### config.mk
export PLATFORM = sky130hd
export DESIGN_NAME = ads8864_ctrl
export DESIGN_NICKNAME = d
export VERILOG_FILES = /design/src/rtl/ads8864_ctrl.sv
export SDC_FILE = /design/constraint.sdc
export NUM_CORES = 1
export LEC_CHECK = 0
export BUFFER_PORTS_ARGS = -buffer_cell sky130_fd_sc_hd__clkbuf_2
export CORE_ASPECT_RATIO = 0.5
export CORE_MARGIN = 10
export CORE_UTILIZATION = 40
export CTS_CLUSTER_DIAMETER = 100
export DETAILED_ROUTE_END_ITERATION = 12
export GPL_TIMING_DRIVEN = 0
export HOLD_SLACK_MARGIN = 0.12
export REMOVE_ABC_BUFFERS = 1
export SETUP_SLACK_MARGIN = 0.05
export SLEW_MARGIN = 0
export SYNTH_ARGS = -nofsm -noshare
export SYNTH_HDL_FRONTEND = slang
export SYNTH_SLANG_ARGS = --single-unit
### constraint.sdc
create_clock -name i_sysclk -period 2.4 [get_ports i_sysclk]
set_input_delay 0.12 -clock i_sysclk [delete_from_list [all_inputs] [get_ports i_sysclk]]
set_output_delay 0.12 -clock i_sysclk [all_outputs]
set_load 0.005 [all_outputs]
### src/rtl/ads8864_ctrl.sv
// ---------------------------------------------------------------------------
// ads8864_ctrl
// Conversion sequencer for a single ADS8864 16-bit SAR ADC. It pulses CNVST,
// waits out the conversion time, then clocks the result out MSB-first with
// a locally generated SCLK. The word is presented in parallel with a
// one-cycle valid strobe. Triggers come from START (single shot, ENABLE=0)
// or from an internal period counter (free run, ENABLE=1). A trigger that
// arrives while a sequence is in flight is dropped and flags OVERRUN.
//
// Ports
//   i_sysclk      system clock, all logic on the rising edge
//   i_reset_n     asynchronous active-low reset
//   i_enable      free-run mode enable
//   i_start       single-shot trigger (ignored while i_enable=1)
//   i_clr_err     clears o_overrun (a same-cycle set wins)
//   i_adc_sdout   serial data from the ADC
//   o_adc_cnvst   conversion start to the ADC
//   o_adc_sclk    serial clock to the ADC
//   o_data        last completed sample
//   o_data_valid  one-cycle strobe, o_data updated
//   o_busy        high whenever a sequence is in progress
//   o_overrun     sticky: trigger arrived while busy
// ---------------------------------------------------------------------------
module ads8864_ctrl #(
    parameter int SCLK_HALF     = 2,
    parameter int CNV_HIGH      = 4,
    parameter int CONV_CYCLES   = 140,
    parameter int NBITS         = 16,
    parameter int SAMPLE_PERIOD = 1000
) (
    input  logic             i_sysclk,
    input  logic             i_reset_n,
    input  logic             i_enable,
    input  logic             i_start,
    input  logic             i_clr_err,
    input  logic             i_adc_sdout,
    output logic             o_adc_cnvst,
    output logic             o_adc_sclk,
    output logic [NBITS-1:0] o_data,
    output logic             o_data_valid,
    output logic             o_busy,
    output logic             o_overrun
);

    // One counter is shared by the CNV and WAIT phases.
    localparam int CNT_MAX = (CNV_HIGH > CONV_CYCLES) ? CNV_HIGH : CONV_CYCLES;
    localparam int CNT_W   = (CNT_MAX > 1) ? $clog2(CNT_MAX) : 1;
    localparam int HALF_W  = (SCLK_HALF > 1) ? $clog2(SCLK_HALF) : 1;
    localparam int BIT_W   = (NBITS > 1) ? $clog2(NBITS) : 1;
    localparam int PER_W   = (SAMPLE_PERIOD > 1) ? $clog2(SAMPLE_PERIOD) : 1;

    typedef enum logic [2:0] {
        S_IDLE,
        S_CNV,
        S_WAIT,
        S_SHIFT,
        S_DONE
    } state_t;

    state_t           r_state;
    logic [CNT_W-1:0] r_cnt;
    logic [HALF_W-1:0] r_half;
    logic [BIT_W-1:0] r_bit;
    logic [PER_W-1:0] r_per_cnt;
    logic [NBITS-1:0] r_shreg;
    logic [NBITS-1:0] r_data;
    logic             r_cnvst;
    logic             r_sclk;
    logic             r_dv;
    logic             r_busy;
    logic             r_overrun;

    logic             w_tick;
    logic             w_trig;
    logic [NBITS-1:0] w_shin;

    // Period counter idles at 0 while disabled, so the first tick lands on
    // the first enabled cycle and then every SAMPLE_PERIOD cycles.
    assign w_tick = i_enable && (r_per_cnt == '0);
    assign w_trig = i_enable ? w_tick : i_start;
    assign w_shin = {r_shreg[NBITS-2:0], i_adc_sdout};

    always_ff @(posedge i_sysclk or negedge i_reset_n) begin
        if (!i_reset_n) begin
            r_per_cnt <= '0;
        end else if (!i_enable) begin
            r_per_cnt <= '0;
        end else if (r_per_cnt == PER_W'(SAMPLE_PERIOD - 1)) begin
            r_per_cnt <= '0;
        end else begin
            r_per_cnt <= r_per_cnt + PER_W'(1);
        end
    end

    always_ff @(posedge i_sysclk or negedge i_reset_n) begin
        if (!i_reset_n) begin
            r_state   <= S_IDLE;
            r_cnt     <= '0;
            r_half    <= '0;
            r_bit     <= '0;
            r_shreg   <= '0;
            r_data    <= '0;
            r_cnvst   <= 1'b0;
            r_sclk    <= 1'b0;
            r_dv      <= 1'b0;
            r_busy    <= 1'b0;
            r_overrun <= 1'b0;
        end else begin
            r_dv <= 1'b0;

            // A dropped trigger has priority over the clear.
            if (w_trig && (r_state != S_IDLE)) begin
                r_overrun <= 1'b1;
            end else if (i_clr_err) begin
                r_overrun <= 1'b0;
            end

            case (r_state)
                S_IDLE: begin
                    if (w_trig) begin
                        r_state <= S_CNV;
                        r_cnvst <= 1'b1;
                        r_busy  <= 1'b1;
                        r_cnt   <= '0;
                    end
                end

                S_CNV: begin
                    if (r_cnt == CNT_W'(CNV_HIGH - 1)) begin
                        r_cnvst <= 1'b0;
                        r_cnt   <= '0;
                        r_state <= S_WAIT;
                    end else begin
                        r_cnt <= r_cnt + CNT_W'(1);
                    end
                end

                S_WAIT: begin
                    if (r_cnt == CNT_W'(CONV_CYCLES - 1)) begin
                        r_cnt   <= '0;
                        r_half  <= '0;
                        r_bit   <= '0;
                        r_state <= S_SHIFT;
                    end else begin
                        r_cnt <= r_cnt + CNT_W'(1);
                    end
                end

                S_SHIFT: begin
                    if (r_half == HALF_W'(SCLK_HALF - 1)) begin
                        r_half <= '0;
                        r_sclk <= ~r_sclk;
                        // SCLK currently high: this edge drives it low and
                        // captures the bit the ADC has been presenting.
                        if (r_sclk) begin
                            r_shreg <= w_shin;
                            if (r_bit == BIT_W'(NBITS - 1)) begin
                                // Result and strobe are registered on the
                                // last falling edge so they appear in DONE.
                                r_data  <= w_shin;
                                r_dv    <= 1'b1;
                                r_state <= S_DONE;
                            end else begin
                                r_bit <= r_bit + BIT_W'(1);
                            end
                        end
                    end else begin
                        r_half <= r_half + HALF_W'(1);
                    end
                end

                S_DONE: begin
                    r_bit   <= '0;
                    r_busy  <= 1'b0;
                    r_state <= S_IDLE;
                end

                default: begin
                    r_state <= S_IDLE;
                    r_cnvst <= 1'b0;
                    r_sclk  <= 1'b0;
                    r_busy  <= 1'b0;
                end
            endcase
        end
    end

    assign o_adc_cnvst  = r_cnvst;
    assign o_adc_sclk   = r_sclk;
    assign o_data       = r_data;
    assign o_data_valid = r_dv;
    assign o_busy       = r_busy;
    assign o_overrun    = r_overrun;

endmodule
---- Yosys cells after proc, flatten, opt, wreduce, memory -nomap -nowiden ----
Index checks and enable logic that the tools add are counted.
cells by class
  multiplexer cells ....................... 34
  equal/unequal tests ..................... 15
  reductions and logical operators ........ 21
  add/subtract/negate cells ............... 4
  bitwise operators ....................... 4
operator list
  operator                                              count
  2-to-1 mux 8 bit                                      3
  case mux 8 bit (3 select lines)                       1
  2-to-1 mux 10 bit                                     2
  2-to-1 mux 3 bit                                      6
  2-to-1 mux 4 bit                                      4
  != test 2 bit (second input constant)                 7
  2-to-1 mux 1 bit                                      12
  case mux 3 bit (4 select lines)                       1
  case mux 4 bit (3 select lines)                       1
  adder 10 x 1 -> 10 bit (second input constant)        1
  equality test 10 bit (second input constant)          1
  zero test 10 bit                                      1
  nonzero test 3 bit                                    3
  adder 8 x 1 -> 8 bit (second input constant)          1
  equality test 8 x 2 -> 1 bit (second input constant)  1
  equality test 8 bit (second input constant)           1
  AND reduction 2 bit                                   4
  equality test 3 x 2 -> 1 bit (second input constant)  2
  case mux 1 bit (2 select lines)                       3
  AND reduction 3 bit                                   2
  AND reduction 6 bit                                   1
  OR reduction 3 bit                                    2
  AND reduction 5 bit                                   1
  adder 4 x 1 -> 4 bit (second input constant)          1
  11 further kinds                                      16
storage, ports and cells
  register bits ........................... 62

---- Logic depth before layout (Yosys ltp) ----
Gate-level depths: netlist of the first run.
  depth in word-level cells ............... 5
  depth in mapped cells ................... 6
  gate-level depth less buffers ........... 6

---- Least setup slack after synthesis of the first run ----
Ideal clock, no wire load.
  kind .................................... reg2reg
  from .................................... register r_cnt[0]
  to ...................................... register r_cnt[2]
  clock period less this slack ............ 1.759 ns
  library setup time ...................... 0.139 ns
  slack ................................... 0.641 ns
  arrival time ............................ 1.620 ns
  stages on the path, launching flop included .. 6
  cell sequence ........................... dfrtp_1 ha_1 or3b_2 o2111a_2 o211ai_1 o221ai_1
on the way
  word-level cells in the longest chain between the ends .. 3
  elaborated cells on any way between the ends .. 6
  those cells by class .................... add/sub: 1; eq/ne: 2; mux: 3
ends and longest elaborated chain
  element                                       line      RTL
  start: declaration                            61        logic [CNT_W-1:0] r_cnt;
  start signal: assignment                      134       r_cnt <= r_cnt + CNT_W'(1);
  start signal: assignment                      145       r_cnt <= r_cnt + CNT_W'(1);
  adder 8 x 1 -> 8 bit (tied with other cells)  134, 145
  2-to-1 mux 8 bit (on tied branches)           139, 129
  case mux 8 bit (3 select lines) (*)           118       case (r_state)
Mark *: on every way between the ends. The rest lies on a longest branch, timed or not.
A chain may end at the register's enable or synchronous reset.

---- Worst setup path in the final report of the first run ----
  from .................................... register r_state[0]
  to ...................................... register r_shreg[3]
on the way
  word-level cells in the longest chain between the ends .. 2
ends and longest elaborated chain
  element                               line  RTL
  start: declaration                    60    state_t r_state;
  start signal: assignment              97    r_state <= S_IDLE;
  start signal: assignment              121   r_state <= S_CNV;
  start signal: assignment              132   r_state <= S_WAIT;
  equality test 3 x 2 -> 1 bit          118
  AND reduction 3 bit (no source line)  -
  end signal: assignment                156   r_shreg <= w_shin;
  end: declaration                      65    logic [NBITS-1:0] r_shreg;
No other way between the ends.

==> results of run 1 <==
-- cells in the mapped netlist (2+ instances only) --
| cell type | n |
|---|---|
| a31oi_1 | 4 |
| mux2_2 | 22 |
| o31ai_1 | 3 |
| buf_4 | 3 |
| inv_1 | 18 |
| a21oi_1 | 9 |
| nand2_1 | 14 |
| nor2_1 | 20 |
| nor3_1 | 5 |
| buf_6 | 2 |
| ha_1 | 4 |
| nor4_1 | 2 |
| and3_1 | 6 |
| o22ai_1 | 2 |
| dfrtp_1 | 62 |
| xnor2_1 | 6 |
| xor2_1 | 2 |
| o21ai_1 | 2 |
| or2b_1 | 2 |
| nand3_1 | 8 |
| o21ai_0 | 15 |
| o221ai_1 | 5 |
| nand4_1 | 3 |
| mux2_4 | 8 |
-- cells by family after synthesis --
| group | share of synthesized area, % |
|---|---|
| simple gates | 13.7 |
| flops | 52.8 |
| xor+xnor | 2.39 |
| fa+ha+maj | 1.70 |
| compound gates | 11.8 |
| buf+inv | 4.35 |
| mux | 13.3 |
-- metal layers --
| metal | part of all wire (%) | routed length (µm) | up-vias | global-route usage, % |
|---|---|---|---|---|
| met4 | 1.3 | 72 | 0 | 4.92 |
| met5 | 0 | 0 | - | 0 |
| met2 | 48 | 2730 | 40 | 17.1 |
| met1 | 47 | 2680 | 974 | 12.2 |
| met3 | 3.9 | 220 | 7 | 3.70 |
| li1 | - | - | 984 | - |
-- through the flow --
step / setup TNS [ps] / power (µW) / setup WS [ps] / utilization, % / instance area [µm²]
floorplan: 0 / 1840 / 470 / - / 2880
global placement: 0 / 2010 / 10.8 / 45.2 / 3120
detailed placement: -512 / 2050 / -45.8 / 45.2 / 3120
CTS: 0 / 3600 / 294 / 51.0 / 3520
global route: 0 / 3760 / 175 / 51.0 / 3520
finish: 0 / 3570 / 316 / 51.0 / 3520
-- path summary, 6_finish.rpt --
path | start | endpoint | cells after the start
max | r_state[0] | r_shreg[3] | 3
min | i_start | o_busy | 4
max reg2reg | r_state[0] | r_shreg[3] | 3
min reg2reg | r_per_cnt[0] | r_per_cnt[0] | 1
max in group asynchronous | i_reset_n | o_data[3] | 2
min in group asynchronous | i_reset_n | r_cnt[5] | 2
-- registers in the layout (all words and copies together), names as in the netlist --
signal / flops
o_adc_sclk: 1
r_bit: 4
o_overrun: 1
r_shreg: 15
r_half: 1
r_per_cnt: 10
o_adc_cnvst: 1
o_data_valid: 1
r_cnt: 8
r_state: 3
o_busy: 1
o_data: 16
-- tightest hold or removal path, delay by kind of cell --
family	cells	cell delay, ps
and+or+nand+nor	1	70
buffers and inverters	1	80
AOI/OAI and AO/OA	2	360
-- where the power goes --
part	internal [µW]	leakage, µW	total [µW]	switching [µW]
registers	1180	0.000834	1380	197
clock network	1070	0.000176	1530	454
logic	281	0.000643	668	387
total	2530	0.00165	3570	1040
-- what timing repair did --
action | CTS | global route
hold buffers | 4 | 0
endpoints found under the setup margin | 14 | 0
hold endpoints to repair | 67 | 0
resized for setup | 1 | 0
-- cell type report --
class / instances / area share, %
flip-flops and latches: 62 / 44.0
multi-input cells: 165 / 35.8
clock inverters: 5 / 2.95
repair buffers: 30 / 4.90
well taps: 92 / 3.27
clock buffers: 11 / 7.17
inverters: 18 / 1.92
-- placed cells by master, fill, tap and decap left out, drive strengths merged, types with 4 or more instances in the layout --
cell type    instances
ha                   4
clkbuf              37
nand3                9
xnor2                6
nor3                 5
a21oi                9
dlygate4sd3          4
and3                 6
mux2                31
inv                 19
nor2                22
o221ai               6
a31oi                4
nand2               14
dfrtp               62
o21ai               17
==> metrics.txt, run 1 <==
Worst Path Max Fanout 16; IO buf count 26; multi-input logic area 1260 µm²; number of antenna diodes 0; row count 21; fraction of layout cells with a size suffix above 1 28.5%; Setup crit end kind flop; Synth Instances 251; Fillers 583; Mean Syn Cell Area 11.7 µm²; Fmax 480 MHz; largest net degree at the start of global routing 63; initial antenna violation count 0; max-cap violations 0; Post-synth EDFFs 0; Layout Nets 296; DRC viols 0; Slew HR 43.6%; Register Area 1550 µm²; Worst path slowest cell nor2_2; final setup fails 0; leakage 0.00165 µW; die area 11,400 µm²; final clock skew 4.47 ps; starting density of the core 42.5%; die span in x 141 µm; CTS Buf Count 9; Via Count 2,005; first-pass GRT wire length 9.67 mm; Synth top area share 52.8%; unrepaired setup endpoints after global routing no; CP Data Arrival Time 2290 ps; Yosys top cell by area dfrtp_1; final hold slack 363 ps; Core Area 6910 µm²; maximum vdd drop 0.000406 V; Area Growth Syn to Fin 20.0%; CTS tree done; Ports 27; Req. time, crit path 2610 ps; Starting DRT DRC Count 98; drt wl/cell 14.9 µm; top post-synthesis cells by area dfrtp_1 (53%), mux2_2 (8.4%), mux2_4 (4.1%), nor2_1 (2.6%), o21ai_0 (2.6%); Die H 80.6 µm; CTS H-tree lvls 3; part of the cycle the worst path needs 86.8%; Max Transition Viols Final 0; Syn. warnings 0; vias in the first global route 2,001; clock root buffer clkbuf_16; critical path class reg -> reg; Cell Pwr Density 1010 nW/µm²; Post-Layout Cell Count 383; postcts setup bufs 0; Skew-Pair Late Insertion Delay 320 ps; WL final 5.71 mm; GPL Wtd Cong 0.775; Distinct cells, synth 48; count of final hold-check violations 0; min-delay worst type in -> reg; largest delay contributor family on the critical path simple AND/OR/NAND/NOR gates; CP Cell Sequence nand3b_1 > nor2_2 > mux2_2; Clock Path Buffers 2; Clock Sinks 62; DP Cell Count 363; post-layout min period 2080 ps; Async S/R FF share, synth 100%; Worst-path clk slew 50 ps; sequential fraction of the synthesis area 52.8%; Slew @ Worst Pin 845 ps; Seq cells post-synth 62; Setup crit start kind flop; status finished, final reports clean; Post-DP HPWL 3.80 mm; Synth Cell Area 2940 µm²; ys flop type dfrtp_1; Antenna Nets Post-Route 0; CP Buf/Inv Count 0; total global-route track usage 10.5%; Max stage delay on crit path 680 ps; GRT Residual Overflow 0; Via density 5.23; reg-to-reg setup timing slack 320 ps; DRT Pass-1 Iters 4
Power figures use the tool's default switching activity.
==> run 2: changes to the inputs <==
--- a/config.mk
+++ b/config.mk
@@ -5,14 +5,15 @@
 export SDC_FILE = /design/constraint.sdc
 export NUM_CORES = 1
 export LEC_CHECK = 0
+export ABC_AREA = 1
 export BUFFER_PORTS_ARGS = -buffer_cell sky130_fd_sc_hd__clkbuf_2
 export CORE_ASPECT_RATIO = 0.5
 export CORE_MARGIN = 10
 export CORE_UTILIZATION = 40
-export CTS_CLUSTER_DIAMETER = 100
 export DETAILED_ROUTE_END_ITERATION = 12
 export GPL_TIMING_DRIVEN = 0
 export HOLD_SLACK_MARGIN = 0.12
+export PLACE_DENSITY = 0.59
 export REMOVE_ABC_BUFFERS = 1
 export SETUP_SLACK_MARGIN = 0.05
 export SLEW_MARGIN = 0
==> metrics.txt, run 2 <==
final hold slack 209 ps (was 363 ps); CTS tree done (unchanged); most frequent cell after synthesis nand2_1 (was dfrtp_1); Via density 4.65 (was 5.23); met3 routed wirelength 282 µm (was 220 µm); Synth top area share 54.0% (was 52.8%); sequential fraction of the synthesis area 54.0% (was 52.8%); Core Area 6830 µm² (was 6910 µm²); Post-DP HPWL 3.71 mm (was 3.80 mm); min-delay worst type in -> reg (unchanged); final clock skew 6.55 ps (was 4.47 ps); status finished, final reports clean (unchanged); Synth Cell Area 2870 µm² (was 2940 µm²); unrepaired setup endpoints after global routing no (unchanged); die span in x 140 µm (was 141 µm); Worst Path Max Fanout 30 (was 16); final cell utilization of the core 49.5% (was 51.0%); Async S/R FF share, synth 100% (unchanged); Antenna Nets Post-Route 0 (unchanged); Final TNS setup 0 ps (unchanged); largest net degree at the start of global routing 63 (unchanged); WL final 5.37 mm (was 5.71 mm); DRC viols 0 (unchanged); multi-input logic area 1110 µm² (was 1260 µm²); Max Transition Viols Final 0 (unchanged); placed instance area 3070 µm² (was 3120 µm²); Starting DRT DRC Count 180 (was 98); number of antenna diodes 0 (unchanged); Fillers 656 (was 583); Synth top cells by count nand2_1 (82), dfrtp_1 (62), inv_1 (40) (was dfrtp_1 (62), mux2_2 (22), nor2_1 (20)); Register Area 1550 µm² (unchanged); part of the cycle the worst path needs 83.7% (was 86.8%); max-cap violations 0 (unchanged); fraction of layout cells with a size suffix above 1 17.7% (was 28.5%); Fmax 498 MHz (was 480 MHz); Tot Pwr 3230 µW (was 3570 µW); Worst path slowest cell nor2_2 (unchanged); vias in the first global route 2,058 (was 2,001); Setup crit end kind flop (unchanged); die area 11,200 µm² (was 11,400 µm²); met1 WL 2.58 mm (was 2.68 mm); total global-route track usage 10.4% (was 10.5%); Die H 79.9 µm (was 80.6 µm); starting density of the core 42.1% (was 42.5%); post-layout min period 2010 ps (was 2080 ps); max FFs per register 16 (unchanged); DRT Pass-1 Iters 4 (unchanged); DR top layer met4 (unchanged); maximum vdd drop 0.000432 V (was 0.000406 V); Layout Nets 368 (was 296); Req. time, crit path 2550 ps (was 2610 ps); Seq cells post-synth 62 (unchanged); Slew @ Worst Pin 970 ps (was 845 ps); top post-synthesis cells by area dfrtp_1 (54%), nand2_1 (11%), o21ai_0 (5.4%), inv_1 (5.2%), o21ai_2 (4.6%) (was dfrtp_1 (53%), mux2_2 (8.4%), mux2_4 (4.1%), nor2_1 (2.6%), o21ai_0 (2.6%)); commonest non-fill, non-tap cell in the layout nand2_1 (was dfrtp_1); drt wl/cell 11.8 µm (was 14.9 µm); Mean Syn Cell Area 8.90 µm² (was 11.7 µm²); initial antenna violation count 0 (unchanged); Slew HR 35.3% (was 43.6%); Worst-path clk slew 50 ps (about the same); Skew-Pair Late Insertion Delay 320 ps (about the same); CTS H-tree lvls 3 (unchanged); most frequent cells in the layout nand2_1 (82), dfrtp_1 (62), inv_1 (40) (was dfrtp_1 (62), clkbuf_2 (25), mux2_2 (22)); Ports 27 (unchanged); Yosys top cell by area dfrtp_1 (unchanged); CTS Buf Count 9 (unchanged); Distinct cells, synth 30 (was 48); Max stage delay on crit path 750 ps (was 680 ps); Clock Path Buffers 2 (unchanged); Setup crit start kind flop (unchanged); Cell Pwr Density 955 nW/µm² (was 1010 nW/µm²); CP Data Arrival Time 2160 ps (was 2290 ps); IO buf count 26 (unchanged); GPL Wtd Cong 0.808 (was 0.775); row count 21 (unchanged); Via Count 2,113 (was 2,005); count of final hold-check violations 0 (unchanged); Area Growth Syn to Fin 17.7% (was 20.0%); clock root buffer clkbuf_16 (unchanged); GRT Residual Overflow 0 (unchanged); Syn. warnings 0 (unchanged); metal2 WL 2.43 mm (was 2.73 mm); CP Cell Sequence nand2_2 > nor2_4 > inv_1 > nor2_2 > o21ai_0 (was nand3b_1 > nor2_2 > mux2_2); final setup fails 0 (unchanged); critical path class reg -> reg (unchanged); final instance area 3380 µm² (was 3520 µm²); first-pass GRT wire length 9.37 mm (was 9.67 mm); leakage 0.00165 µW (about the same); Synth Instances 323 (was 251); ys flop type dfrtp_1 (unchanged); Clock Sinks 62 (unchanged); Post-synth EDFFs 0 (unchanged)
run 2: final timing paths:
kind | from | end | slack (ps) | depth (start not counted)
min reg2reg | o_data[0] | o_data[0] | 480 | 2
max | r_state[1] | r_shreg[12] | 390 | 5
min | i_start | o_adc_cnvst | 210 | 5
max reg2reg | r_state[1] | r_shreg[12] | 390 | 5
min in group asynchronous | i_reset_n | r_per_cnt[2] | 460 | 2
max in group asynchronous | i_reset_n | r_cnt[3] | 1400 | 2
run 2: where the power goes:
| part | internal, µW | switching [µW] | total (µW) |
|---|---|---|---|
| clock | 741 | 424 | 1160 |
| sequential | 1200 | 144 | 1350 |
| combinational | 246 | 475 | 720 |
run 2: layout make-up:
class | instances | area share [%]
clock inverter | 4 | 0.666
timing repair buffer | 30 | 5.10
inverter | 41 | 4.55
tap | 92 | 3.40
multi-input combinational | 214 | 33.0
clock buffer | 11 | 7.47
sequential | 62 | 45.9
run 2: timing repair:
| item | CTS | global route |
|---|---|---|
| hold buffers | 4 | 0 |
| resized for setup | 0 | 0 |
| hold endpoints to repair | 67 | 0 |
| setup buffers | 0 | 0 |
run 2: kinds of logic after synthesis:
logic type      after synthesis  share of synthesized area [%]
flops                        62                           54.0
fa+ha+maj                     4                           1.74
buf+inv                      47                           7.23
simple gates                146                           22.4
xor+xnor                     11                           3.35
compound gates               53                           11.3
run 2: metal layers:
metal  vias up  track usage [%]
met5         -                0
met4         0             5.43
met3         7             4.22
met2        31             16.2
met1       979             12.1
li1       1096                -
run 2: critical path, delay by kind of cell, from the launching register on:
family                 cells  cell delay [ps]
AO/OA/AOI/OAI              1              190
buffers and inverters      1              120
flip-flops                 1              470
AND/OR/NAND/NOR            3             1050
run 2: stage by stage:
| stage | setup slack [ps] | cells |
|---|---|---|
| 6_report | 391 | 454 |
| 5_1_grt | 103 | 454 |
| 4_1_cts | 318 | 454 |
| 3_5_place_dp | 334 | 435 |
| 3_3_place_gp | 366 | 435 |
| 2_1_floorplan | 828 | 317 |
